<file path="src/rtl/truth_table_probe_pkg.sv">
// Shared types and sizing for the truth-table probe: FSM states and
// truth-table geometry for 3-input, single-output gates.
package truth_table_pkg;

    localparam int NUM_VECTORS = 8;
    localparam int CODE_W      = 8;
    localparam int IDX_W       = 3;

    typedef enum logic [1:0] {
        ST_IDLE,
        ST_SETTLE,
        ST_CHECK,
        ST_DONE
    } state_t;

endpackage

</file>
<file path="src/rtl/truth_table_probe_if.sv">
// Probe-side bus: gate stimulus/response plus sweep control and result.
// master = harness driving start/dut_out, slave = the probe itself.
interface truth_table_probe_if;
    import truth_table_pkg::*;

    logic              start;
    logic              in1;
    logic              in2;
    logic              in3;
    logic              dut_out;
    logic              busy;
    logic              done;
    logic [CODE_W-1:0] code;
    logic              valid;
    logic              unstable;

    modport master (
        output start, dut_out,
        input  in1, in2, in3, busy, done, code, valid, unstable
    );

    modport slave (
        input  start, dut_out,
        output in1, in2, in3, busy, done, code, valid, unstable
    );

endinterface

</file>
<file path="src/rtl/truth_table_probe.sv">
// Sweeps a 3-input gate through all 8 input vectors, double-samples its
// output per vector and assembles the 8-bit truth-table code (idx 0 -> MSB).
module truth_table_probe
    import truth_table_pkg::*;
#(
    parameter int SETTLE = 4
) (
    input  logic               clk,
    input  logic               reset,
    truth_table_probe_if.slave bus
);

    localparam int                CNT_W    = $clog2(SETTLE + 1);
    localparam logic [CNT_W-1:0]  CNT_LAST = CNT_W'(SETTLE - 1);
    localparam logic [IDX_W-1:0]  IDX_LAST = IDX_W'(NUM_VECTORS - 1);

    if (SETTLE < 1) begin : g_bad_settle
        $error("truth_table_probe: SETTLE must be >= 1");
    end

    state_t            r_state, w_state_nxt;
    logic [IDX_W-1:0]  r_idx, w_idx_nxt;
    logic [CNT_W-1:0]  r_cnt, w_cnt_nxt;
    logic [CODE_W-1:0] r_acc, w_acc_nxt;
    logic [CODE_W-1:0] r_code, w_code_nxt;
    logic              r_sample_a, w_sample_a_nxt;
    logic              r_sticky, w_sticky_nxt;
    logic              r_valid, w_valid_nxt;
    logic              r_unstable, w_unstable_nxt;
    logic [IDX_W-1:0]  w_bitpos;

    assign w_bitpos = IDX_LAST - r_idx;

    always_ff @(posedge clk) begin
        if (reset) begin
            r_state    <= ST_IDLE;
            r_idx      <= '0;
            r_cnt      <= '0;
            r_acc      <= '0;
            r_code     <= '0;
            r_sample_a <= 1'b0;
            r_sticky   <= 1'b0;
            r_valid    <= 1'b0;
            r_unstable <= 1'b0;
        end else begin
            r_state    <= w_state_nxt;
            r_idx      <= w_idx_nxt;
            r_cnt      <= w_cnt_nxt;
            r_acc      <= w_acc_nxt;
            r_code     <= w_code_nxt;
            r_sample_a <= w_sample_a_nxt;
            r_sticky   <= w_sticky_nxt;
            r_valid    <= w_valid_nxt;
            r_unstable <= w_unstable_nxt;
        end
    end

    always_comb begin
        w_state_nxt    = r_state;
        w_idx_nxt      = r_idx;
        w_cnt_nxt      = r_cnt;
        w_acc_nxt      = r_acc;
        w_code_nxt     = r_code;
        w_sample_a_nxt = r_sample_a;
        w_sticky_nxt   = r_sticky;
        w_valid_nxt    = r_valid;
        w_unstable_nxt = r_unstable;

        case (r_state)
            ST_IDLE: begin
                w_idx_nxt = '0;
                if (bus.start) begin
                    w_state_nxt  = ST_SETTLE;
                    w_cnt_nxt    = '0;
                    w_acc_nxt    = '0;
                    w_sticky_nxt = 1'b0;
                    w_valid_nxt  = 1'b0;
                end
            end
            ST_SETTLE: begin
                w_cnt_nxt = r_cnt + 1'b1;
                if (r_cnt == CNT_LAST) begin
                    w_sample_a_nxt = bus.dut_out;
                    w_state_nxt    = ST_CHECK;
                end
            end
            ST_CHECK: begin
                w_acc_nxt[w_bitpos] = bus.dut_out;
                w_sticky_nxt        = r_sticky | (r_sample_a != bus.dut_out);
                if (r_idx == IDX_LAST) begin
                    // Result registers load on the edge into DONE so code/valid
                    // are already valid during the done pulse.
                    w_state_nxt    = ST_DONE;
                    w_code_nxt     = w_acc_nxt;
                    w_unstable_nxt = w_sticky_nxt;
                    w_valid_nxt    = 1'b1;
                end else begin
                    w_idx_nxt   = r_idx + 1'b1;
                    w_cnt_nxt   = '0;
                    w_state_nxt = ST_SETTLE;
                end
            end
            ST_DONE: begin
                w_state_nxt = ST_IDLE;
                w_idx_nxt   = '0;
            end
            default: begin
                w_state_nxt = ST_IDLE;
                w_idx_nxt   = '0;
            end
        endcase
    end

    assign bus.in1      = r_idx[2];
    assign bus.in2      = r_idx[1];
    assign bus.in3      = r_idx[0];
    assign bus.busy     = (r_state != ST_IDLE);
    assign bus.done     = (r_state == ST_DONE);
    assign bus.code     = r_code;
    assign bus.valid    = r_valid;
    assign bus.unstable = r_unstable;

endmodule

</file>
<file path="src/flat_wrapper.sv">
// flat-port wrapper written by rule: the top's interface ports become plain ports
module truth_table_probe_flat import truth_table_pkg::*;
#(
    parameter int SETTLE = 4
)
  (clk, reset, bus_start, bus_dut_out, bus_in1, bus_in2, bus_in3, bus_busy, bus_done, bus_code, bus_valid, bus_unstable);
  truth_table_probe_if bus_i ();
  input  logic clk;
  input  logic reset;
  input wire logic [$bits(bus_i.start)-1:0] bus_start;
  input wire logic [$bits(bus_i.dut_out)-1:0] bus_dut_out;
  output wire logic [$bits(bus_i.in1)-1:0] bus_in1;
  output wire logic [$bits(bus_i.in2)-1:0] bus_in2;
  output wire logic [$bits(bus_i.in3)-1:0] bus_in3;
  output wire logic [$bits(bus_i.busy)-1:0] bus_busy;
  output wire logic [$bits(bus_i.done)-1:0] bus_done;
  output wire logic [$bits(bus_i.code)-1:0] bus_code;
  output wire logic [$bits(bus_i.valid)-1:0] bus_valid;
  output wire logic [$bits(bus_i.unstable)-1:0] bus_unstable;
  assign bus_i.start = bus_start;
  assign bus_i.dut_out = bus_dut_out;
  assign bus_in1 = bus_i.in1;
  assign bus_in2 = bus_i.in2;
  assign bus_in3 = bus_i.in3;
  assign bus_busy = bus_i.busy;
  assign bus_done = bus_i.done;
  assign bus_code = bus_i.code;
  assign bus_valid = bus_i.valid;
  assign bus_unstable = bus_i.unstable;
  truth_table_probe #(.SETTLE(SETTLE)) u_core (.clk(clk), .reset(reset), .bus(bus_i));
endmodule
</file>
<file path="config.mk">
export PLATFORM = sky130hd
export DESIGN_NAME = truth_table_probe_flat
export DESIGN_NICKNAME = d
export VERILOG_FILES = /design/src/rtl/truth_table_probe_pkg.sv /design/src/rtl/truth_table_probe_if.sv /design/src/rtl/truth_table_probe.sv /design/src/flat_wrapper.sv
export SDC_FILE = /design/constraint.sdc
export NUM_CORES = 1
export LEC_CHECK = 0
export ABC_AREA = 1
export CAP_MARGIN = 20
export CORE_UTILIZATION = 25
export CTS_CLUSTER_DIAMETER = 200
export DETAILED_ROUTE_END_ITERATION = 6
export PLACE_DENSITY = 0.38
export REMOVE_ABC_BUFFERS = 1
export SYNTH_ARGS = -nofsm -noshare
export SYNTH_HDL_FRONTEND = slang
export SYNTH_SLANG_ARGS = --single-unit
</file>
<file path="constraint.sdc">
create_clock -name clk -period 1.5 [get_ports clk]
set_input_delay 0.225 -clock clk [delete_from_list [all_inputs] [get_ports clk]]
set_output_delay 0.225 -clock clk [all_outputs]
set_load 0.005 [all_outputs]
</file>
==> metrics.md, run 1 <==
| Metric | Value |
|---|---|
| TritonCTS clock tree | `yes` |
| Synthesized flop and latch total | `27` |
| Core Rows | `27` |
| Hold Crit Class | `reg -> reg` |
| Setup violators final | `0` |
| Port buffer count | `18` |
| DRC errors left | `0` |
| Sum of internal, switching and leakage power | `2.05 mW` |
| Post-Synth XOR/XNOR Area | `0` |
| Multi-input logic area | `772 um^2` |
| Wire length per cell after detailed routing | `11.3 um` |
| Share of synthesized cell area in and, or, nand and nor gates | `0.323` |
| Cell at the root of the clock tree | `clkbuf_8` |
| Area fraction in compound gates after synthesis | `0.111` |
| First drt pass iteration count | `4` |
| Largest net degree at the start of global routing | `19` |
| Final number of max-transition violations | `0` |
| DIE WIDTH | `78.7 um` |
| Multiplexer fraction of the synthesized cell area | `0` |
| Pwr Density | `1090 nW/um^2` |
| Critical Path Start Type | `flop` |
| Slowest stage cell on the critical path | `clkdlybuf4s50_1` |
| Number of hold violations in the final report | `0` |
| Clock latency reported for the late side of the worst-skew pair | `0.28 ns` |
| Area of all sequential standard cells | `549 um^2` |
| Area grow syn2layout | `28.0%` |
| Global-route total usage across every layer | `0.121` |
| Global-route wire length before repair | `5880 um` |
| Count of max-cap constraint violations | `0` |
| Clock tree buffer depth | `2` |
| Via count of the first global-routing pass | `1254` |
| Worst setup EP type | `output port` |
| Number of routed nets with antenna violations | `0` |
| Largest driver fanout on the critical path | `2` |
| Actual slew at the worst max-slew pin | `0.393 ns` |
| Worst hold-check slack | `0.467 ns` |
| Shortest clock period the worst path allows after layout | `1.44 ns` |
| DRT Wirelength | `3500 um` |
| Number of H-tree branching levels | `1` |
| Fmax | `0.697 GHz` |
| Layout cell share with drive strength beyond 1 | `0.160` |
| Total die area | `6190 um^2` |
| Setup TNS after final layout | `0 ns` |
| TritonCTS Buffers | `3` |
| Largest incremental delay on the critical path | `0.49 ns` |
| HPWL after DPL | `2360 um` |
| Final design utilization | `0.338` |
| Number of primary I/O pins | `19` |
| Worst Setup Path Type | `reg -> out` |
| Total inserted antenna cells | `0` |
| Quantity of hold-fixing buffers added after cts | `0` |
| Clock transition at path regs | `0.09 ns` |
| Antenna violations before repair | `0` |
| Count of routing violations after the opening detailed-route iteration | `69` |
| Number of library cell types mapped by synthesis | `25` |
| Clk sinks | `27` |
| RSZ-0062 raised after global routing | `no` |
| Height of the chip | `78.7 um` |
| Final estimated routing congestion in global placement | `0.804` |
| Fin crit share | `0.957` |
| Total number of vias | `1316` |
| Most common cell after layout, fill and taps aside | `nand2_1` |
| Commonest non-fill, non-tap cells in the layout | `55 x nand2_1, 27 x inv_1, 23 x nor2_1, 22 x dfxtp_1` |
| Rel. slew slack | `0.735` |
| Static Leak | `0.800 nW` |
| Maximum resistive drop on vdd | `329 uV` |
| Remaining Overflow, GRT | `0` |
| Result of the run | `finished, final reports clean` |
| Dominant combinational cell family by area after synthesis | `simple AND/OR/NAND/NOR gates` |
| Final clock skew | `0.0104 ns` |
| Portion of the post-synthesis area used by sequential elements | `0.368` |
| Via density per instance | `4.25` |
| Layout Nets | `251` |
| Number of warnings printed during yosys synthesis | `0` |
| Arrival time of the worst setup path | `1.21 ns` |
| Syn_area_per_cell | `7.10 um^2` |
| Starting density of the core | `0.264` |
| Data required time at the worst endpoint | `1.27 ns` |
| Syn Std Cell Area | `1470 um^2` |
| Ordered cell list for the critical path | `buf_6 > clkdlybuf4s50_1` |
| CORE AREA | `5570 um^2` |
| Number of fillers in the final layout | `618` |
| Adder-cell share of the synthesized area | `0.0681` |
| Cell count after synthesis | `207` |
## kinds of logic (layout without fill, tap and decap cells)
| family | Yosys count | count (layout) |
|---|---|---|
| flops | 27 | 27 |
| compound gates | 28 | 28 |
| buf+inv | 38 | 68 |
| fa+ha+maj | 8 | 8 |
| simple gates | 106 | 107 |
## critical path: cells and delay by family, from the launching register on
kind,cells,cell delay (ns)
flops,1,0.35
buf+inv,2,0.59
## report_power, final
part	switching [mW]	internal, mW	total [mW]
sequential	0.0285	0.775	0.804
clock	0.242	0.191	0.433
combinational	0.492	0.324	0.816
## registers in the layout (all words and copies together) (netlist names)
register and count:
u_core.r_sample_a 1, u_core.bus.unstable 1, u_core.bus.code 8, u_core.r_state 2
u_core.bus.valid 1, u_core.r_cnt 3, u_core.r_idx 3, u_core.r_acc 7
u_core.r_sticky 1
## cell usage after synthesis
library cell	n	share of area
inv_1	29	0.074
nor2_8	1	0.014
a21oi_1	16	0.054
clkbuf_8	1	0.0094
nand4_1	5	0.021
nor2_1	23	0.059
and2_1	1	0.0043
a21oi_2	1	0.0060
nand2_2	1	0.0043
buf_6	3	0.023
nand2_1	56	0.14
nand3_2	1	0.0068
o21ai_0	7	0.024
a21oi_4	1	0.011
clkbuf_1	1	0.0026
inv_2	2	0.0051
nand3_4	1	0.012
ha_1	8	0.068
nand3_1	16	0.054
clkinv_1	1	0.0026
nor3b_1	1	0.0051
o21ai_1	1	0.0034
o21ai_2	2	0.012
buf_12	1	0.014
dfxtp_1	27	0.37
## routing by layer
layer	part of all wire	track usage	vias up	wire [um]
met5	0	0	-	0
met4	0.0091	0.0444	0	32
met3	0.024	0.0140	2	85
met2	0.43	0.192	19	1520
met1	0.53	0.166	583	1860
li1	-	-	712	-
## metrics by stage
step	setup slack, ns	area, um^2	instances
after floorplan	0.0909	1400	201
after global placement	0.0297	1740	300
after detailed placement	0.0467	1740	300
after CTS	0.0139	1820	307
after global routing	0.0239	1880	310
final	0.0647	1880	310
## timing repair
item	4_1_cts	5_1_grt
pin swaps	0	4
gates cloned	0	1
buffers inserted	3	2
endpoints found under the setup margin	5	19
resized for setup	9	9
## cell type report
cell class,count,area share
clock buffers,4,0.0239
inverters,32,0.0652
multi-input cells,143,0.410
flip-flops and latches,27,0.292
well taps,72,0.0479
repair buffers,32,0.161
## worst paths after layout
check                               startpoint                           end  slack, ns  cells after the start
hold reg to reg   u_core.r_sticky$_SDFFE_PP0P_  u_core.r_sticky$_SDFFE_PP0P_       0.47                      2
hold / removal    u_core.r_sticky$_SDFFE_PP0P_  u_core.r_sticky$_SDFFE_PP0P_       0.47                      2
setup reg to reg  u_core.r_idx[0]$_SDFFE_PP0P_  u_core.r_cnt[1]$_SDFFE_PP0P_       0.11                      7
setup / recovery  u_core.r_idx[0]$_SDFFE_PP0P_                       bus_in3       0.06                      2
Note: power is estimated with default switching activity, not from simulation.
==> run 2: changes to the inputs <==
--- a/config.mk
+++ b/config.mk
@@ -7,10 +7,12 @@
 export LEC_CHECK = 0
 export ABC_AREA = 1
 export CAP_MARGIN = 20
-export CORE_UTILIZATION = 25
+export CELL_PAD_IN_SITES_DETAIL_PLACEMENT = 0
+export CELL_PAD_IN_SITES_GLOBAL_PLACEMENT = 2
+export CORE_UTILIZATION = 30
 export CTS_CLUSTER_DIAMETER = 200
 export DETAILED_ROUTE_END_ITERATION = 6
-export PLACE_DENSITY = 0.38
+export PLACE_DENSITY = 0.73
 export REMOVE_ABC_BUFFERS = 1
 export SYNTH_ARGS = -nofsm -noshare
 export SYNTH_HDL_FRONTEND = slang
==> run 2 against run 1 <==
  * Maximum frequency is 0.24% lower
  * Final area down 2.2%
  * Global-route usage grew 2.8 points
  * Core utilization is 5.2 points higher
  * Critical path type unchanged
  * Total power decreased by 5.4%
  * Via count grew 2.0%
  * Sequential cell count did not move
  * Register-to-register slack about the same
  * Highest routed layer unchanged
  * Combinational power fell by 14%
  * Die area shrank 16%
  * Wire length shrank 2.4%
==> metrics.md, run 2 (synthesis results as in run 1) <==
| Metric | Value |
|---|---|
| Actual slew at the worst max-slew pin | `0.308 ns (-0.0847 ns)` |
| Sum of internal, switching and leakage power | `1.94 mW (-5.4%)` |
| Total number of vias | `1342 (+2.0%)` |
| Met1 Usage GRT | `0.206 (+0.0394)` |
| DRC errors left | `0 (unchanged)` |
| Met3 global-route usage | `0.0208 (+0.00688)` |
| DRT Wirelength | `3420 um (-2.4%)` |
| Area of all placed cells without fillers | `1840 um^2 (-2.2%)` |
| Hold Crit Class | `reg -> reg` |
| Height of the chip | `72.0 um (-8.5%)` |
| GRT busiest layer | `met2` |
| CORE AREA | `4720 um^2 (-15%)` |
| Arrival time of the worst setup path | `1.21 ns (about the same)` |
| Largest incremental delay on the critical path | `0.53 ns (+0.04 ns)` |
| Total placed instance area | `1720 um^2 (-1.2%)` |
| Total inserted antenna cells | `0 (unchanged)` |
| Via count of the first global-routing pass | `1305 (+4.1%)` |
| Proportion of power drawn by the clock network | `0.220 (+0.009)` |
| Cell at the root of the clock tree | `clkbuf_8` |
| Worst path top cell family by delay | `buffers and inverters` |
| Layout cell share with drive strength beyond 1 | `0.157 (-0.00222)` |
| Number of fillers in the final layout | `506 (-18%)` |
| Via density per instance | `4.44 (+4.7%)` |
| Final estimated routing congestion in global placement | `0.733 (-8.8%)` |
| Number of hold violations in the final report | `0 (unchanged)` |
| Setup slack on the worst flop-to-flop path | `0.12 ns (about the same)` |
| Count of max-cap constraint violations | `0 (unchanged)` |
| Clock tree buffer depth | `2 (unchanged)` |
| Data required time at the worst endpoint | `1.27 ns (about the same)` |
| Number of routed nets with antenna violations | `0 (unchanged)` |
| Setup violators final | `0 (unchanged)` |
| Endpoint of the worst-slack reg-to-reg timing path | `u_core.r_cnt[1]$_SDFFE_PP0P_` |
| Clock latency reported for the late side of the worst-skew pair | `0.27 ns (about the same)` |
| Relative contribution of sequential cells to total power | `0.417 (+0.025)` |
| Internal power of the cells | `1.22 mW (-5.7%)` |
| Slowest stage cell on the critical path | `clkdlybuf4s50_1` |
| Number of H-tree branching levels | `1 (unchanged)` |
| Starting density of the core | `0.311 (+0.0475)` |
| Global-route total usage across every layer | `0.149 (+0.0279)` |
| Critical R2R Launch | `u_core.r_idx[0]$_SDFFE_PP0P_` |
| Layout Nets | `248 (-1.2%)` |
| Maximum resistive drop on vdd | `494 uV (+50%)` |
| Critical Path Start Type | `flop` |
| Ordered cell list for the critical path | `clkdlybuf4s50_1` |
| First drt pass iteration count | `4 (unchanged)` |
| Flip-flop count of the largest register, all copies and words added | `8 (unchanged)` |
| Count of routing violations after the opening detailed-route iteration | `70 (+1.4%)` |
| Switching power total | `0.725 mW (-4.9%)` |
| Worst hold-check slack | `0.472 ns (+0.00470 ns)` |
| Fmax | `0.695 GHz (-0.24%)` |
| Startpoint of the tightest hold check path | `u_core.r_acc[6]$_SDFFE_PP0P_` |
| Hold Path Sink | `u_core.r_acc[6]$_SDFFE_PP0P_` |
| DIE WIDTH | `72.0 um (-8.5%)` |
| Pwr Density | `1060 nW/um^2 (-3.3%)` |
| Static Leak | `0.790 nW (-1.3%)` |
| Worst Setup Path Type | `reg -> out` |
| Worst setup EP type | `output port` |
| Clock transition at path regs | `0.10 ns (about the same)` |
| Area grow syn2layout | `25.2%` |
| TritonCTS Buffers | `3 (unchanged)` |
| Buf/Inv on CP | `1 (-1)` |
| Fraction of power consumed by combinational cells | `0.363 (-0.034)` |
| Wire length per cell after detailed routing | `11.3 um (+0.22%)` |
| Met2 demand-to-capacity share in global routing | `0.241 (+0.0489)` |
| Global-route wire length before repair | `5980 um (+1.8%)` |
| HPWL after DPL | `2360 um (-0.23%)` |
| Path depth of the worst reg2reg path | `7 (unchanged)` |
| Remaining Overflow, GRT | `0 (unchanged)` |
| Final design utilization | `0.390 (+0.0521)` |
| Number of primary I/O pins | `19 (unchanged)` |
| Final number of max-transition violations | `0 (unchanged)` |
| Commonest non-fill, non-tap cells in the layout | `55 x nand2_1, 27 x inv_1, 22 x nor2_1, 22 x dfxtp_1` |
| TritonCTS clock tree | `yes` |
| Largest net degree at the start of global routing | `19 (unchanged)` |
| Switching share of total power | `0.374 (+0.00206)` |
| Antenna violations before repair | `0 (unchanged)` |
| Rel. slew slack | `0.794 (+0.0588)` |
| Number of cells traversed by the worst hold path | `2 (unchanged)` |
| Port buffer count | `18 (unchanged)` |
| Result of the run | `finished, final reports clean` |
| Largest driver fanout on the critical path | `5 (+3)` |
| Most common cell after layout, fill and taps aside | `nand2_1` |
| Core Rows | `25 (-7.4%)` |
| Shortest clock period the worst path allows after layout | `1.44 ns (+0.00341 ns)` |
| RSZ-0062 raised after global routing | `no` |
| Final clock skew | `0.00382 ns (-0.00659 ns)` |
| Total die area | `5180 um^2 (-16%)` |
| Clk sinks | `27 (unchanged)` |
| Fin crit share | `0.959 (+0.00227)` |
[run 2: area by class of cell]
cell class | instances | area (um^2) | area share
clock inverter | 1 | 5.00 | 0.00272
clock buffer | 3 | 41.3 | 0.0224
timing repair buffer | 30 | 288 | 0.156
multi-input combinational | 142 | 756 | 0.411
inverter | 32 | 120 | 0.0653
sequential | 27 | 547 | 0.297
tap | 67 | 83.8 | 0.0455
[run 2: stage by stage]
step	cells	worst slack, ns	TNS, ns
final	302	0.0613	0
after global routing	302	0.00657	0
after CTS	299	0.0248	0
after detailed placement	293	-0.0240	-0.0240
after global placement	293	0.0125	0
after floorplan	201	0.0909	0
[run 2: per-layer routing]
metal / vias to the layer above / part of all wire
met1: 609 / 0.51
met4: 0 / 0.0061
met5: - / 0
met2: 23 / 0.46
li1: 708 / -
met3: 2 / 0.029
[run 2: how the worst max path moves through the flow]
stage                                            start                      endpoint  slack [ns]  cells after the start
after floorplan           u_core.r_idx[0]$_SDFFE_PP0P_  u_core.r_cnt[1]$_SDFFE_PP0P_        0.09                      7
after global placement                       bus_start  u_core.r_cnt[1]$_SDFFE_PP0P_        0.01                      7
after detailed placement                     bus_start  u_core.r_cnt[1]$_SDFFE_PP0P_       -0.02                      7
after CTS                 u_core.r_idx[0]$_SDFFE_PP0P_                       bus_in3        0.02                      2
after global routing      u_core.r_idx[1]$_SDFFE_PP0P_                       bus_in2       0.007                      2
final                     u_core.r_idx[2]$_SDFFE_PP0P_                       bus_in1        0.06                      1
[run 2: what timing repair did]
item | CTS | global route
endpoints found under the hold margin | 0 | 0
pin swaps | 0 | 1
hold buffers | 0 | 0
gates resized for setup | 8 | 9
setup buffers | 2 | 3
setup endpoints to repair | 5 | 21
[run 2: power groups by stage]
stage               Clock, mW  Sequential [mW]  Combinational (mW)
floorplan                   0            0.825               0.432
global placement            0            0.814               0.675
detailed placement          0            0.817               0.686
CTS                     0.451            0.805               0.684
global route            0.481            0.820               0.805
finish                  0.427            0.810               0.704
==> run 3: changes to the inputs <==
--- a/config.mk
+++ b/config.mk
@@ -9,10 +9,10 @@
 export CAP_MARGIN = 20
 export CELL_PAD_IN_SITES_DETAIL_PLACEMENT = 0
 export CELL_PAD_IN_SITES_GLOBAL_PLACEMENT = 2
-export CORE_UTILIZATION = 30
+export CORE_UTILIZATION = 33
 export CTS_CLUSTER_DIAMETER = 200
 export DETAILED_ROUTE_END_ITERATION = 6
-export PLACE_DENSITY = 0.73
+export PLACE_DENSITY = 0.8
 export REMOVE_ABC_BUFFERS = 1
 export SYNTH_ARGS = -nofsm -noshare
 export SYNTH_HDL_FRONTEND = slang
==> constraint.sdc (replaced) <==
create_clock -name clk -period 1.7 [get_ports clk]
set_input_delay 0.255 -clock clk [delete_from_list [all_inputs] [get_ports clk]]
set_output_delay 0.255 -clock clk [all_outputs]
set_load 0.005 [all_outputs]
==> run 3 against run 2 <==
  * Final area fell by 5.2%
  * Wire length fell by 7.4%
  * Sequential cell count did not move
  * Core utilization rose by 3.1 points
  * Count of clock-buffer cells in the layout rose by 1
  * Clock power fell by 12%
  * Largest cell class unchanged
==> metrics.md, run 3 (synthesis results as in run 1) <==
| Metric | Value |
|---|---|
| Slowest stage cell on the critical path | `clkdlybuf4s50_1` |
| Ordered cell list for the critical path | `clkdlybuf4s50_1` |
| Antenna violations before repair | `0 (unchanged)` |
| Most common cell after layout, fill and taps aside | `nand2_1` |
| Setup violators final | `0 (unchanged)` |
| Clock latency reported for the late side of the worst-skew pair | `0.27 ns (about the same)` |
| Number of H-tree branching levels | `1 (unchanged)` |
| CORE AREA | `4140 um^2 (-12%)` |
| Height of the chip | `68.7 um (-4.5%)` |
| Worst Setup Path Type | `reg -> out` |
| Startpoint of the tightest hold check path | `u_core.bus.valid$_SDFFE_PP0P_` |
| Cell at the root of the clock tree | `clkbuf_8` |
| Setup slack on the worst flop-to-flop path | `0.15 ns (+0.03 ns)` |
| Total number of vias | `1296 (-3.4%)` |
| Core Rows | `23 (-8.0%)` |
| Quantity of hold-fixing buffers added after cts | `0 (unchanged)` |
| Total die area | `4730 um^2 (-8.8%)` |
| Remaining Overflow, GRT | `0 (unchanged)` |
| Flip-flop count of the largest register, all copies and words added | `8 (unchanged)` |
| Total inserted antenna cells | `0 (unchanged)` |
| Count of routing violations after the opening detailed-route iteration | `40 (-43%)` |
| Number of routed nets with antenna violations | `0 (unchanged)` |
| Count of max-cap constraint violations | `0 (unchanged)` |
| Clock tree buffer depth | `2 (unchanged)` |
| Hold Path Sink | `u_core.bus.valid$_SDFFE_PP0P_` |
| Multi-input logic area | `741 um^2 (-2.0%)` |
| Global-route wire length before repair | `5750 um (-3.9%)` |
| Buf/Inv on CP | `1 (unchanged)` |
| DIE WIDTH | `68.7 um (-4.5%)` |
| Endpoint of the worst-slack reg-to-reg timing path | `u_core.r_cnt[1]$_SDFFE_PP0P_` |
| Final number of max-transition violations | `0 (unchanged)` |
| Critical R2R Launch | `u_core.r_idx[0]$_SDFFE_PP0P_` |
| Placed cells | `273 (-6.8%)` |
| Layout Nets | `243 (-2.0%)` |
| Number of cells traversed by the worst hold path | `2 (unchanged)` |
| Actual slew at the worst max-slew pin | `0.358 ns (+0.0496 ns)` |
| Area of all placed cells without fillers | `1740 um^2 (-5.2%)` |
| Final estimated routing congestion in global placement | `0.760 (+3.7%)` |
| Critical Path Start Type | `flop` |
| Largest incremental delay on the critical path | `0.57 ns (+0.04 ns)` |
| Area of all sequential standard cells | `544 um^2 (-0.46%)` |
| Starting density of the core | `0.355 (+0.0435)` |
| TritonCTS Buffers | `3 (unchanged)` |
| Worst path top cell family by delay | `buffers and inverters` |
| Fin crit share | `0.951` |
| Maximum resistive drop on vdd | `629 uV (+27%)` |
| Shortest clock period the worst path allows after layout | `1.62 ns` |
| Stages on worst setup path | `1 (unchanged)` |
| Static Leak | `0.749 nW (-5.1%)` |
| Total placed instance area | `1670 um^2 (-2.6%)` |
| Rel. slew slack | `0.759 (-0.0352)` |
| Via count of the first global-routing pass | `1299 (-0.46%)` |
| Worst setup EP type | `output port` |
| Setup slack at placement | `0.150 ns (+0.174 ns)` |
| Clk sinks | `27 (unchanged)` |
| First drt pass iteration count | `4 (unchanged)` |
| Commonest non-fill, non-tap cells in the layout | `56 x nand2_1, 29 x inv_1, 24 x dfxtp_1, 23 x nor2_1, 17 x clkdlybuf4s50_1` |
| Wire length per cell after detailed routing | `11.3 um (-0.16%)` |
| Path depth of the worst reg2reg path | `7 (unchanged)` |
| Global-route total usage across every layer | `0.163 (+0.0141)` |
| Worst hold-check slack | `0.466 ns (-0.00597 ns)` |
| Via density per instance | `4.63 (+4.2%)` |
| DRC errors left | `0 (unchanged)` |
| Final clock skew | `0.00188 ns (-0.00194 ns)` |
| Post-layout instance count excluding filler cells | `280 (-7.3%)` |
| Result of the run | `finished, final reports clean` |
| Arrival time of the worst setup path | `1.36 ns (+0.15 ns)` |
| DRT Wirelength | `3160 um (-7.4%)` |
| Final design utilization | `0.421 (+0.0312)` |
| Setup TNS after final layout | `0 ns (unchanged)` |
| RSZ-0062 raised after global routing | `no` |
| Port buffer count | `18 (unchanged)` |
| Number of hold violations in the final report | `0 (unchanged)` |
| Data required time at the worst endpoint | `1.44 ns (+0.17 ns)` |
| Number of primary I/O pins | `19 (unchanged)` |
| Area grow syn2layout | `18.6%` |
| Least setup slack across all paths after layout | `0.0839 ns (+0.0226 ns)` |
| Number of fillers in the final layout | `443 (-12%)` |
| Pwr Density | `969 nW/um^2 (-8.2%)` |
| Fmax | `0.619 GHz` |
| TritonCTS clock tree | `yes` |
| HPWL after DPL | `2260 um (-4.3%)` |
| Hold Crit Class | `reg -> reg` |
| Sum of internal, switching and leakage power | `1.69 mW (-13%)` |
| Largest driver fanout on the critical path | `7 (+2)` |
| Clock transition at path regs | `0.09 ns (about the same)` |
| Largest net degree at the start of global routing | `19 (unchanged)` |
| Layout cell share with drive strength beyond 1 | `0.104 (-0.0531)` |
==> run 3: cell count changes in the layout (fill, tap and decap cells not counted), moves of 2 or more <==
cell and delta:
dfxtp_2 -2, inv_1 +2, dfxtp_1 +2, inv_2 -2, buf_6 -2, buf_4 -2
==> run 3: repair_timing <==
| item | CTS | global route |
|---|---|---|
| resized for setup | 4 | 1 |
| pin swaps | 1 | 0 |
| setup buffers | 3 | 0 |
| endpoints found under the setup margin | 1 | 1 |
| cloned | 0 | 0 |
==> run 3: how the worst max path moves through the flow <==
stage               slack (ns)                         endpoint                      startpoint
floorplan                 0.29     u_core.r_cnt[1]$_SDFFE_PP0P_    u_core.r_idx[0]$_SDFFE_PP0P_
global placement          0.16  u_core.bus.code[3]$_SDFFE_PP0P_                     bus_dut_out
detailed placement        0.15  u_core.bus.code[3]$_SDFFE_PP0P_                     bus_dut_out
CTS                      0.008                          bus_in2    u_core.r_idx[1]$_SDFFE_PP0P_
global route             0.007                         bus_done  u_core.r_state[0]$_SDFFE_PP0P_
finish                    0.08                          bus_in3    u_core.r_idx[0]$_SDFFE_PP0P_
==> run 3: final cells by class <==
class	instances	share of cell area
multi-input cells	142	0.425
flip-flops and latches	27	0.312
repair buffers	25	0.133
inverters	32	0.0689
well taps	50	0.0359
clock buffers	4	0.0258
==> run 3: report_power, final <==
group	switching [mW]	internal, mW
combinational	0.383	0.216
clock	0.207	0.168
sequential	0.0304	0.684
==> run 3: per-layer routing <==
metal | GRT usage | routed length, um | vias to the layer above
li1 | - | - | 696
met1 | 0.205 | 1690 | 584
met2 | 0.286 | 1380 | 14
met3 | 0.0362 | 77 | 2
met4 | 0.0306 | 17 | 0
met5 | 0 | 0 | -
